File: src/rtl/memory_bus_arbiter.sv
// N-master to 1-slave packet memory bus arbiter with tagged response routing.
// Define MEMBUS_FIXED_PRIO_EN for fixed priority (lowest port wins); default is round-robin.
module memory_bus_arbiter #(
  parameter int unsigned NUM_MASTERS     = 4,
  parameter int unsigned MASTER_ID_WIDTH = 8,
  parameter int unsigned ADDRESS_WIDTH   = 32,
  parameter int unsigned DATA_WIDTH      = 16,
  localparam int unsigned PORT_BITS      = $clog2(NUM_MASTERS),
  localparam int unsigned SID_WIDTH      = PORT_BITS + MASTER_ID_WIDTH
) (
  input  logic                                   clk,
  input  logic                                   rst_n,
  input  logic [NUM_MASTERS*MASTER_ID_WIDTH-1:0] m_msID,
  input  logic [NUM_MASTERS*ADDRESS_WIDTH-1:0]   m_msAddress,
  input  logic [NUM_MASTERS*DATA_WIDTH-1:0]      m_msData,
  input  logic [NUM_MASTERS-1:0]                 m_msWrite,
  input  logic [NUM_MASTERS-1:0]                 m_msValid,
  output logic [NUM_MASTERS-1:0]                 m_msReady,
  output logic [NUM_MASTERS*MASTER_ID_WIDTH-1:0] m_smID,
  output logic [NUM_MASTERS*DATA_WIDTH-1:0]      m_smData,
  output logic [NUM_MASTERS-1:0]                 m_smValid,
  input  logic [NUM_MASTERS-1:0]                 m_smReady,
  output logic [SID_WIDTH-1:0]                   s_msID,
  output logic [ADDRESS_WIDTH-1:0]               s_msAddress,
  output logic [DATA_WIDTH-1:0]                  s_msData,
  output logic                                   s_msWrite,
  output logic                                   s_msValid,
  input  logic                                   s_msReady,
  input  logic [SID_WIDTH-1:0]                   s_smID,
  input  logic [DATA_WIDTH-1:0]                  s_smData,
  input  logic                                   s_smValid,
  output logic                                   s_smReady
);

  logic                       req_vld_q, req_vld_d;
  logic [SID_WIDTH-1:0]       req_id_q, req_id_d;
  logic [ADDRESS_WIDTH-1:0]   req_addr_q, req_addr_d;
  logic [DATA_WIDTH-1:0]      req_data_q, req_data_d;
  logic                       req_write_q, req_write_d;

  logic [NUM_MASTERS-1:0]     rsp_oh_q, rsp_oh_d;
  logic [MASTER_ID_WIDTH-1:0] rsp_id_q, rsp_id_d;
  logic [DATA_WIDTH-1:0]      rsp_data_q, rsp_data_d;

  logic                       load_en_c;
  logic                       grant_vld_c;
  logic [PORT_BITS-1:0]       grant_c;
  logic [NUM_MASTERS-1:0]     pick_c;
  logic [MASTER_ID_WIDTH-1:0] sel_id_c;
  logic [ADDRESS_WIDTH-1:0]   sel_addr_c;
  logic [DATA_WIDTH-1:0]      sel_data_c;
  logic                       sel_write_c;
  logic [PORT_BITS-1:0]       rsp_tag_c;
  logic [NUM_MASTERS-1:0]     tag_oh_c;

`ifndef MEMBUS_FIXED_PRIO_EN
  logic [PORT_BITS-1:0]       rr_q, rr_d;
  logic [NUM_MASTERS-1:0]     hi_mask_c;
`endif

  assign load_en_c = !req_vld_q || s_msReady;

  // Grant: lowest requesting port, searched from the rr pointer upward then wrapping.
  always_comb begin
`ifdef MEMBUS_FIXED_PRIO_EN
    pick_c = m_msValid;
`else
    hi_mask_c = m_msValid & ~((NUM_MASTERS'(1) << rr_q) - NUM_MASTERS'(1));
    pick_c    = (|hi_mask_c) ? hi_mask_c : m_msValid;
`endif
    grant_vld_c = |m_msValid;
    grant_c     = '0;
    for (int i = NUM_MASTERS - 1; i >= 0; i--) begin
      if (pick_c[i]) grant_c = PORT_BITS'(i);
    end
  end

  always_comb begin
    sel_id_c    = '0;
    sel_addr_c  = '0;
    sel_data_c  = '0;
    sel_write_c = 1'b0;
    for (int i = 0; i < NUM_MASTERS; i++) begin
      if (grant_c == PORT_BITS'(i)) begin
        sel_id_c    = m_msID[i*MASTER_ID_WIDTH +: MASTER_ID_WIDTH];
        sel_addr_c  = m_msAddress[i*ADDRESS_WIDTH +: ADDRESS_WIDTH];
        sel_data_c  = m_msData[i*DATA_WIDTH +: DATA_WIDTH];
        sel_write_c = m_msWrite[i];
      end
    end
  end

  assign m_msReady = (grant_vld_c && load_en_c) ? (NUM_MASTERS'(1) << grant_c) : '0;

  // Request register holds its payload whenever nothing is accepted.
  always_comb begin
    req_vld_d   = req_vld_q;
    req_id_d    = req_id_q;
    req_addr_d  = req_addr_q;
    req_data_d  = req_data_q;
    req_write_d = req_write_q;
    if (load_en_c) begin
      req_vld_d = grant_vld_c;
      if (grant_vld_c) begin
        req_id_d    = {grant_c, sel_id_c};
        req_addr_d  = sel_addr_c;
        req_data_d  = sel_data_c;
        req_write_d = sel_write_c;
      end
    end
  end

`ifndef MEMBUS_FIXED_PRIO_EN
  always_comb begin
    rr_d = rr_q;
    if (grant_vld_c && load_en_c) begin
      rr_d = (grant_c == PORT_BITS'(NUM_MASTERS - 1)) ? '0 : grant_c + PORT_BITS'(1);
    end
  end
`endif

  // Out-of-range tags decode to zero, so such responses are accepted and dropped.
  assign rsp_tag_c = s_smID[SID_WIDTH-1 -: PORT_BITS];
  always_comb begin
    tag_oh_c = '0;
    for (int i = 0; i < NUM_MASTERS; i++) begin
      if (rsp_tag_c == PORT_BITS'(i)) tag_oh_c[i] = 1'b1;
    end
  end

  assign s_smReady = !(|rsp_oh_q) || |(rsp_oh_q & m_smReady);

  always_comb begin
    rsp_oh_d   = rsp_oh_q;
    rsp_id_d   = rsp_id_q;
    rsp_data_d = rsp_data_q;
    if (s_smReady) begin
      rsp_oh_d = s_smValid ? tag_oh_c : '0;
      if (s_smValid) begin
        rsp_id_d   = s_smID[MASTER_ID_WIDTH-1:0];
        rsp_data_d = s_smData;
      end
    end
  end

  always_ff @(posedge clk or negedge rst_n) begin
    if (!rst_n) begin
      req_vld_q   <= 1'b0;
      req_id_q    <= '0;
      req_addr_q  <= '0;
      req_data_q  <= '0;
      req_write_q <= 1'b0;
      rsp_oh_q    <= '0;
      rsp_id_q    <= '0;
      rsp_data_q  <= '0;
`ifndef MEMBUS_FIXED_PRIO_EN
      rr_q        <= '0;
`endif
    end else begin
      req_vld_q   <= req_vld_d;
      req_id_q    <= req_id_d;
      req_addr_q  <= req_addr_d;
      req_data_q  <= req_data_d;
      req_write_q <= req_write_d;
      rsp_oh_q    <= rsp_oh_d;
      rsp_id_q    <= rsp_id_d;
      rsp_data_q  <= rsp_data_d;
`ifndef MEMBUS_FIXED_PRIO_EN
      rr_q        <= rr_d;
`endif
    end
  end

  assign s_msValid   = req_vld_q;
  assign s_msID      = req_id_q;
  assign s_msAddress = req_addr_q;
  assign s_msData    = req_data_q;
  assign s_msWrite   = req_write_q;
  assign m_smValid   = rsp_oh_q;
  assign m_smID      = {NUM_MASTERS{rsp_id_q}};
  assign m_smData    = {NUM_MASTERS{rsp_data_q}};

endmodule
File: config.mk
export PLATFORM = sky130hd
export DESIGN_NAME = memory_bus_arbiter
export DESIGN_NICKNAME = d
export VERILOG_FILES = /design/src/rtl/memory_bus_arbiter.sv
export SDC_FILE = /design/constraint.sdc
export NUM_CORES = 1
export LEC_CHECK = 0
export ABC_CLOCK_PERIOD_IN_PS = 3000
export BUFFER_PORTS_ARGS = -buffer_cell sky130_fd_sc_hd__buf_2
export CAP_MARGIN = 20
export CORE_AREA = 2 2 166 168
export DETAILED_ROUTE_END_ITERATION = 16
export DIE_AREA = 0 0 168 170
export PLACE_DENSITY = 0.54
export SLEW_MARGIN = 20
export SYNTH_ARGS = -nofsm -noshare
export SYNTH_HDL_FRONTEND = slang
export SYNTH_SLANG_ARGS = --single-unit
File: constraint.sdc
create_clock -name clk -period 3 [get_ports clk]
set_input_delay 0.15 -clock clk [delete_from_list [all_inputs] [get_ports clk]]
set_output_delay 0.15 -clock clk [all_outputs]
set_load 0.01 [all_outputs]
==> flow_metrics.tcl, run 1 <==
set metrics [dict create \
    outcome "completed" \
    synth.net_count 974 \
    postRouteAntennaNets 0 \
    grt_max_degree 69 \
    clkTransAtPathRegs_ps 80 \
    critical_path.max_fanout 47 \
    top_level_pins 431 \
    whs_ps 23.8 \
    rows 60 \
    sequential_cell_area_um2 2250 \
    gr-usage-met3_pct 4.30 \
    final_critical_path_setup_slack_ps 189 \
    initial_utilization_pct 23.1 \
    drt_pass1_iterations 4 \
    max_slew_headroom_at_the_worst_pin_pct 42.4 \
    ys_async_sr_fraction_pct 100 \
    final-hold-violation-count 0 \
    remaining_overflow_grt 0 \
    clk_latency_ps 350 \
    cts_tree "built" \
    final_clock_period_utilization_by_the_worst_path_pct 93.7 \
    n_fill_cell 2854 \
    synth.ff_latch_count 90 \
    cp.arrival_ps 2660 \
    initial_antenna_violation_count 4 \
    timing.max_cap.violations 0 \
    reg2regPathDepth 7 \
    worstSetupPathType "register to output port" \
    grt_most_used_layer "met2" \
    largest_cells_by_area_after_synthesis "sky130_fd_sc_hd__dfrtp_1 (37%), sky130_fd_sc_hd__a21oi_1 (9.4%), sky130_fd_sc_hd__a221o_1 (9.3%)" \
    htreeDepth 3 \
    area.growth.synth_to_final_pct 37.8 \
    synth_largest_area_cell "sky130_fd_sc_hd__dfrtp_1" \
    total_power_mw 7.75 \
    drt_wl_total_mm 25.0 \
    worst-slew-pin-transition_ps 863 \
    dr.first_iter.drc_count 286 \
    num-nets-final 1295 \
    finalWeightedCongestion 0.843 \
    clockRootBuffer "sky130_fd_sc_hd__clkbuf_16" \
    fp.dieH_um 170 \
    hpwl_mm 18.5 \
    route.vias.total 6646 \
    cts_made_buffers 9 \
    dpl_worst_slack_ps 447 \
    global_route.usage.met1_pct 18.5 \
    detail_route.wl_per_cell_um 18.2 \
    final-max-slew-violation-count 0 \
    netlist.area_leader.share_pct 36.6 \
    numPortBuffers 430 \
    post_synth.cell_area_avg_um2 8.74 \
    power_leakage_nw 4.20 \
    final.setup.tns_ps 0 \
    worst_ep_required_time_ps 2850 \
    placedCellCount 1352 \
    synth.yosys.seq_area_share_pct 36.6 \
    coreArea_um2 26700 \
    finalSetupViolCount 0 \
    die_area_um2 28600 \
    synth_edf_count 0 \
    hold_path_depth 2 \
    fin_skew_ps 8.47 \
    tritoncts_num_sinks 90 \
    drive_gt1_share_pct 48.5 \
    fin_cells 1372 \
    first_pass_grt_wire_length_mm 36.8 \
    number_of_drc_violations_after_detailed_routing 0 \
    route.detailed.vias_per_inst 4.84 \
    post_synth_inst_count 704 \
    end_kind "output port" \
    yosysUniqueCellTypes 35 \
    syn_area_um2 6150 \
    pwr_density_cell_nw_per_um2 914 \
    final.min_clock_period_ps 2810 \
    ir_worst_vdd_mv 0.317 \
    grt.met2_usage_pct 31.4 \
    first_global_vias 6400 \
    grt_util_all_layers_pct 16.7 \
    die_w_um 168 \
    yosysWarningCount 0 \
    hold_path.class "input pin to register" \
    critPathLaunchType "register" \
    multi_input_comb_area_um2 2910 \
    most_instantiated_flip_flop_cell_in_the_synthesis_netlist "sky130_fd_sc_hd__dfrtp_1" \
    max_clock_freq_mhz 356 \
    maximum_buffer_depth_of_the_clock_tree 2 \
]
metal layers:
layer  vias up  part of all wire (%)
met3        31                   6.4
met5         -                  0.18
met4         6                   2.0
met2       299                    52
li1       3118                     -
met1      3192                    39
final timing paths:
| path | from | endpoint | slack (ps) |
|---|---|---|---|
| worst max-delay path | rr_q[1]$_DFFE_PN0P_ | m_msReady[2] | 190 |
| worst min-delay path | s_smData[12] | rsp_data_q[12]$_DFFE_PN0P_ | 20 |
| worst max register to register | rr_q[1]$_DFFE_PN0P_ | s_msAddress[20]$_DFFE_PN0P_ | 360 |
| worst min register to register | s_msAddress[18]$_DFFE_PN0P_ | s_msAddress[18]$_DFFE_PN0P_ | 550 |
| max in group asynchronous | rst_n | s_msID[5]$_DFFE_PN0P_ | 1930 |
| min in group asynchronous | rst_n | s_msData[15]$_DFFE_PN0P_ | 350 |
Yosys cell counts (2+ instances only):
| library cell | number |
|---|---|
| sky130_fd_sc_hd__o41ai_1 | 2 |
| sky130_fd_sc_hd__nand2_1 | 61 |
| sky130_fd_sc_hd__nand2b_1 | 5 |
| sky130_fd_sc_hd__mux2_2 | 8 |
| sky130_fd_sc_hd__a221o_1 | 57 |
| sky130_fd_sc_hd__nor2_1 | 3 |
| sky130_fd_sc_hd__buf_12 | 2 |
| sky130_fd_sc_hd__a21boi_0 | 2 |
| sky130_fd_sc_hd__nand3b_1 | 57 |
| sky130_fd_sc_hd__nand3_1 | 2 |
| sky130_fd_sc_hd__nor3_1 | 3 |
| sky130_fd_sc_hd__dfrtp_1 | 90 |
| sky130_fd_sc_hd__ha_1 | 4 |
| sky130_fd_sc_hd__o21ai_0 | 2 |
| sky130_fd_sc_hd__or3_1 | 2 |
| sky130_fd_sc_hd__clkbuf_1 | 60 |
| sky130_fd_sc_hd__buf_2 | 2 |
| sky130_fd_sc_hd__a22oi_1 | 2 |
| sky130_fd_sc_hd__a31oi_1 | 57 |
| sky130_fd_sc_hd__inv_1 | 58 |
| sky130_fd_sc_hd__and3_1 | 5 |
| sky130_fd_sc_hd__mux2_4 | 20 |
| sky130_fd_sc_hd__buf_1 | 2 |
| sky130_fd_sc_hd__buf_4 | 72 |
| sky130_fd_sc_hd__a21oi_1 | 116 |
worst max-delay path, stage by stage, from the launching register on:
cell	delay (ps)
sky130_fd_sc_hd__dfrtp_1	420
sky130_fd_sc_hd__nor3b_1	600
sky130_fd_sc_hd__or3_1	300
sky130_fd_sc_hd__ha_4	170
sky130_fd_sc_hd__buf_4	420
sky130_fd_sc_hd__and3_1	230
sky130_fd_sc_hd__buf_2	130
flip-flops by register name, indices dropped and copies added (netlist names):
signal       flops
rr_q             2
s_msID          10
s_msWrite        1
s_msData        16
rsp_id_q         8
rsp_data_q      16
s_msAddress     32
s_msValid        1
m_smValid        4
through the flow:
step | utilization (%) | area, um2
finish | 31.8 | 8480
global route | 31.8 | 8480
detailed placement | 30.6 | 8150
CTS | 31.8 | 8470
global placement | 30.6 | 8150
floorplan | - | 6150
power by group:
group | total [mW] | switching, mW | internal, mW
clock network | 1.17 | 0.578 | 0.589
registers | 2.20 | 0.465 | 1.74
logic | 4.38 | 2.34 | 2.05
total | 7.75 | 3.38 | 4.37
kinds of logic (layout without fill, tap and decap cells):
group                      Yosys count  in the layout  share of synthesized area, %
and+or+nand+nor                    143            143                          13.1
buffers and inverters              197            523                          17.1
muxes                               28             28                          6.34
AOI/OAI and AO/OA                  242            242                          26.0
DFF                                 90             90                          36.6
adders and majority gates            4              4                         0.813
other                                0              1                             0
cell type report:
class,instances,area share [%]
Multi-Input combinational cell,417,34.3
Timing Repair Buffer,449,28.1
Sequential cell,90,26.6
Tap cell,341,5.03
Clock buffer,9,2.66
Inverter,58,2.57
Clock inverter,7,0.812
Antenna cell,1,0.0295
layout by cell type, fill, tap and decap left out, types with 4 or more instances in the layout:
cell,synthesis,layout
sky130_fd_sc_hd__a21oi_1,116,116
sky130_fd_sc_hd__a221o_1,57,57
sky130_fd_sc_hd__a31oi_1,57,57
sky130_fd_sc_hd__and3_1,5,5
sky130_fd_sc_hd__buf_12,2,6
sky130_fd_sc_hd__buf_2,2,429
sky130_fd_sc_hd__buf_4,72,11
sky130_fd_sc_hd__clkbuf_16,0,9
sky130_fd_sc_hd__dfrtp_1,90,90
sky130_fd_sc_hd__inv_1,58,58
sky130_fd_sc_hd__mux2_2,8,8
sky130_fd_sc_hd__mux2_4,20,20
sky130_fd_sc_hd__nand2_1,61,61
sky130_fd_sc_hd__nand2b_1,5,4
sky130_fd_sc_hd__nand3b_1,57,57
what timing repair did:
item / CTS / global route
setup endpoints to repair: 0 / 1
gates resized for setup: 0 / 1
endpoints found under the hold margin: 44 / 0
setup buffers: 0 / 0
hold buffers: 3 / 0
Power figures use the tool's default switching activity.
==> run 2, diff against run 1 <==
--- a/config.mk
+++ b/config.mk
@@ -7,2 +7,3 @@
 export LEC_CHECK = 0
+export ABC_AREA = 1
 export ABC_CLOCK_PERIOD_IN_PS = 3000
@@ -10,6 +11,7 @@
 export CAP_MARGIN = 20
-export CORE_AREA = 2 2 166 168
+export CORE_AREA = 2 2 167 169
 export DETAILED_ROUTE_END_ITERATION = 16
-export DIE_AREA = 0 0 168 170
-export PLACE_DENSITY = 0.54
+export DIE_AREA = 0 0 169 171
+export PLACE_DENSITY = 0.52
+export SKIP_CTS_REPAIR_TIMING = 1
 export SLEW_MARGIN = 20
==> constraint.sdc (replaced) <==
create_clock -name clk -period 3 [get_ports clk]
set_input_delay 0.3 -clock clk [delete_from_list [all_inputs] [get_ports clk]]
set_output_delay 0.3 -clock clk [all_outputs]
set_load 0.01 [all_outputs]
==> flow_metrics.tcl, run 2 <==
set metrics [dict create \
    largest_cells_by_area_after_synthesis "sky130_fd_sc_hd__dfrtp_1 (38%), sky130_fd_sc_hd__nand3_1 (17%), sky130_fd_sc_hd__nand2_1 (16%)" \
    sequential_cell_area_um2 2250 \
    grt_util_all_layers_pct 16.0 \
    route.detailed.vias_per_inst 4.51 \
    route.vias.total 6532 \
    largest_register_ffs 32 \
    initial_utilization_pct 21.6 \
    first_pass_grt_wire_length_mm 35.0 \
    final.min_clock_period_ps 2660 \
    cp.arrival_ps 2360 \
    coreArea_um2 27300 \
    synth_edf_count 0 \
    clockRootBuffer "sky130_fd_sc_hd__clkbuf_16" \
    die_w_um 169 \
    final_clock_period_utilization_by_the_worst_path_pct 88.8 \
    instance_area_after_placement_um2 7770 \
    area.growth.synth_to_final_pct 37.8 \
    critPathLaunchType "register" \
    grt_max_degree 53 \
    synth.ff_latch_count 90 \
    initial_antenna_violation_count 2 \
    most_instantiated_flip_flop_cell_in_the_synthesis_netlist "sky130_fd_sc_hd__dfrtp_1" \
    post_synth_inst_count 766 \
    fin_cells 1448 \
    worstSetupPathType "register to output port" \
    max_slew_headroom_at_the_worst_pin_pct 62.8 \
    ir_worst_vdd_mv 0.235 \
    cts_tree "built" \
    n_fill_cell 3027 \
    postRouteAntennaNets 0 \
    hpwl_mm 18.1 \
    pwr_density_cell_nw_per_um2 973 \
    finalSetupViolCount 0 \
    syn_area_um2 5890 \
    critical_path.max_fanout 38 \
    yosysUniqueCellTypes 24 \
    synth.net_count 1036 \
    htreeDepth 3 \
    worst-slew-pin-transition_ps 559 \
    final.setup.tns_ps 0 \
    top_level_pins 431 \
    multi_input_comb_area_um2 2720 \
    netlist.area_leader.share_pct 38.2 \
    outcome "completed" \
    tritoncts_num_sinks 90 \
    final_design_instance_area_without_fill_um2 8120 \
    end_kind "output port" \
    drive_gt1_share_pct 45.5 \
    post_synth.cell_area_avg_um2 7.69 \
    max_clock_freq_mhz 375 \
    unrepaired_setup_endpoints_after_global_routing "false" \
    detail_route.wl_per_cell_um 16.6 \
    dominant_cell_by_count_in_the_synthesized_netlist "sky130_fd_sc_hd__nand2_1" \
    num-nets-final 1366 \
    number_of_drc_violations_after_detailed_routing 0 \
    timing.max_cap.violations 0 \
    dr.first_iter.drc_count 314 \
    synthTopCellsByCount "sky130_fd_sc_hd__nand2_1 (247), sky130_fd_sc_hd__nand3_1 (202), sky130_fd_sc_hd__dfrtp_1 (90), sky130_fd_sc_hd__buf_4 (80), sky130_fd_sc_hd__o211ai_2 (30)" \
    hold_path.class "input pin to register" \
    fin_skew_ps 9.19 \
    cts_made_buffers 9 \
    clkTransAtPathRegs_ps 70 \
    fin_util_pct 29.7 \
    finalWeightedCongestion 0.833 \
    first_global_vias 6213 \
    final-max-slew-violation-count 0 \
    layout_common_cells "sky130_fd_sc_hd__buf_2 (429), sky130_fd_sc_hd__nand2_1 (247), sky130_fd_sc_hd__nand3_1 (202), sky130_fd_sc_hd__dfrtp_1 (90), sky130_fd_sc_hd__o211ai_2 (30)" \
    numPortBuffers 430 \
    worst_ep_required_time_ps 2700 \
    drt_wl_total_mm 24.0 \
    placedCellCount 1430 \
    yosysWarningCount 0 \
    layout_commonest_cell "sky130_fd_sc_hd__buf_2" \
    power_leakage_nw 4.46 \
    remaining_overflow_grt 0 \
    hold_path_depth 2 \
    clk_latency_ps 350 \
    ys_async_sr_fraction_pct 100 \
    fp.dieH_um 171 \
    final-hold-violation-count 0 \
    maximum_buffer_depth_of_the_clock_tree 2 \
    synth.yosys.seq_area_share_pct 38.2 \
    die_area_um2 28900 \
    rows 61 \
    reg2regPathDepth 12 \
    drt_pass1_iterations 5 \
    synth_largest_area_cell "sky130_fd_sc_hd__dfrtp_1" \
]
run 2: worst max-delay path, cell delays in order, from the launching register on:
cell	delay (ps)
sky130_fd_sc_hd__dfrtp_1	380
sky130_fd_sc_hd__nand2_1	60
sky130_fd_sc_hd__nand2_1	110
sky130_fd_sc_hd__nand3_1	70
sky130_fd_sc_hd__o21ai_0	200
sky130_fd_sc_hd__inv_1	80
sky130_fd_sc_hd__nand2_1	150
sky130_fd_sc_hd__inv_1	110
sky130_fd_sc_hd__ha_4	270
sky130_fd_sc_hd__inv_2	100
sky130_fd_sc_hd__buf_8	230
sky130_fd_sc_hd__nor2_1	80
sky130_fd_sc_hd__buf_2	150
run 2: path summary, 6_finish.rpt:
| check | start | slack [ps] | to |
|---|---|---|---|
| worst min register to register | s_msID[1]$_DFFE_PN0P_ | 490 | s_msID[1]$_DFFE_PN0P_ |
| min in group asynchronous | rst_n | 460 | s_msData[0]$_DFFE_PN0P_ |
| worst min-delay path | s_smID[8] | 150 | m_smValid[0]$_DFFE_PN0N_ |
| worst max-delay path | rr_q[1]$_DFFE_PN0P_ | 340 | m_msReady[1] |
| worst max register to register | rr_q[1]$_DFFE_PN0P_ | 550 | s_msData[10]$_DFFE_PN0P_ |
| max in group asynchronous | rst_n | 1800 | s_msAddress[18]$_DFFE_PN0P_ |
run 2: layer usage:
layer  share of wire, %  wire, um  track usage (%)  up-vias
li1                   -         -                -     3165
met1                 40      9610             18.7     3007
met2                 51     12200             29.0      327
met3                6.7      1600             3.01       31
met4                2.4       581             6.28        2
met5              0.054        13                0        -
run 2: stage by stage:
step                setup WS [ps]  hold slack (ps)  total power, mW
finish                        335              155             7.90
global route                 84.8              148             8.57
CTS                          58.3            -69.3             8.02
detailed placement            347              323             6.67
global placement              431              324             6.64
floorplan                     929             4.41             5.38
run 2: power by group:
| group | internal, mW | leakage [nW] | switching [mW] |
|---|---|---|---|
| clock network | 0.756 | 0.149 | 0.546 |
| registers | 1.77 | 1.12 | 0.448 |
| logic | 1.67 | 3.19 | 2.71 |
| total | 4.20 | 4.46 | 3.70 |
run 2: cells by family after synthesis:
logic type,count (synthesis),synth area share [%]
AO/OA/AOI/OAI,64,10.5
AND/OR/NAND/NOR,465,34.6
buffers and inverters,143,15.8
adder cells (fa/ha/maj),4,0.849
flip-flops,90,38.2
run 2: cell type report:
class | count | share of cell area (%)
clock inverters | 4 | 0.924
clock buffers | 12 | 3.03
flip-flops and latches | 90 | 27.7
multi-input cells | 533 | 33.5
repair buffers | 447 | 28.7
well taps | 346 | 5.33
diodes | 1 | 0.0308
inverters | 15 | 0.724
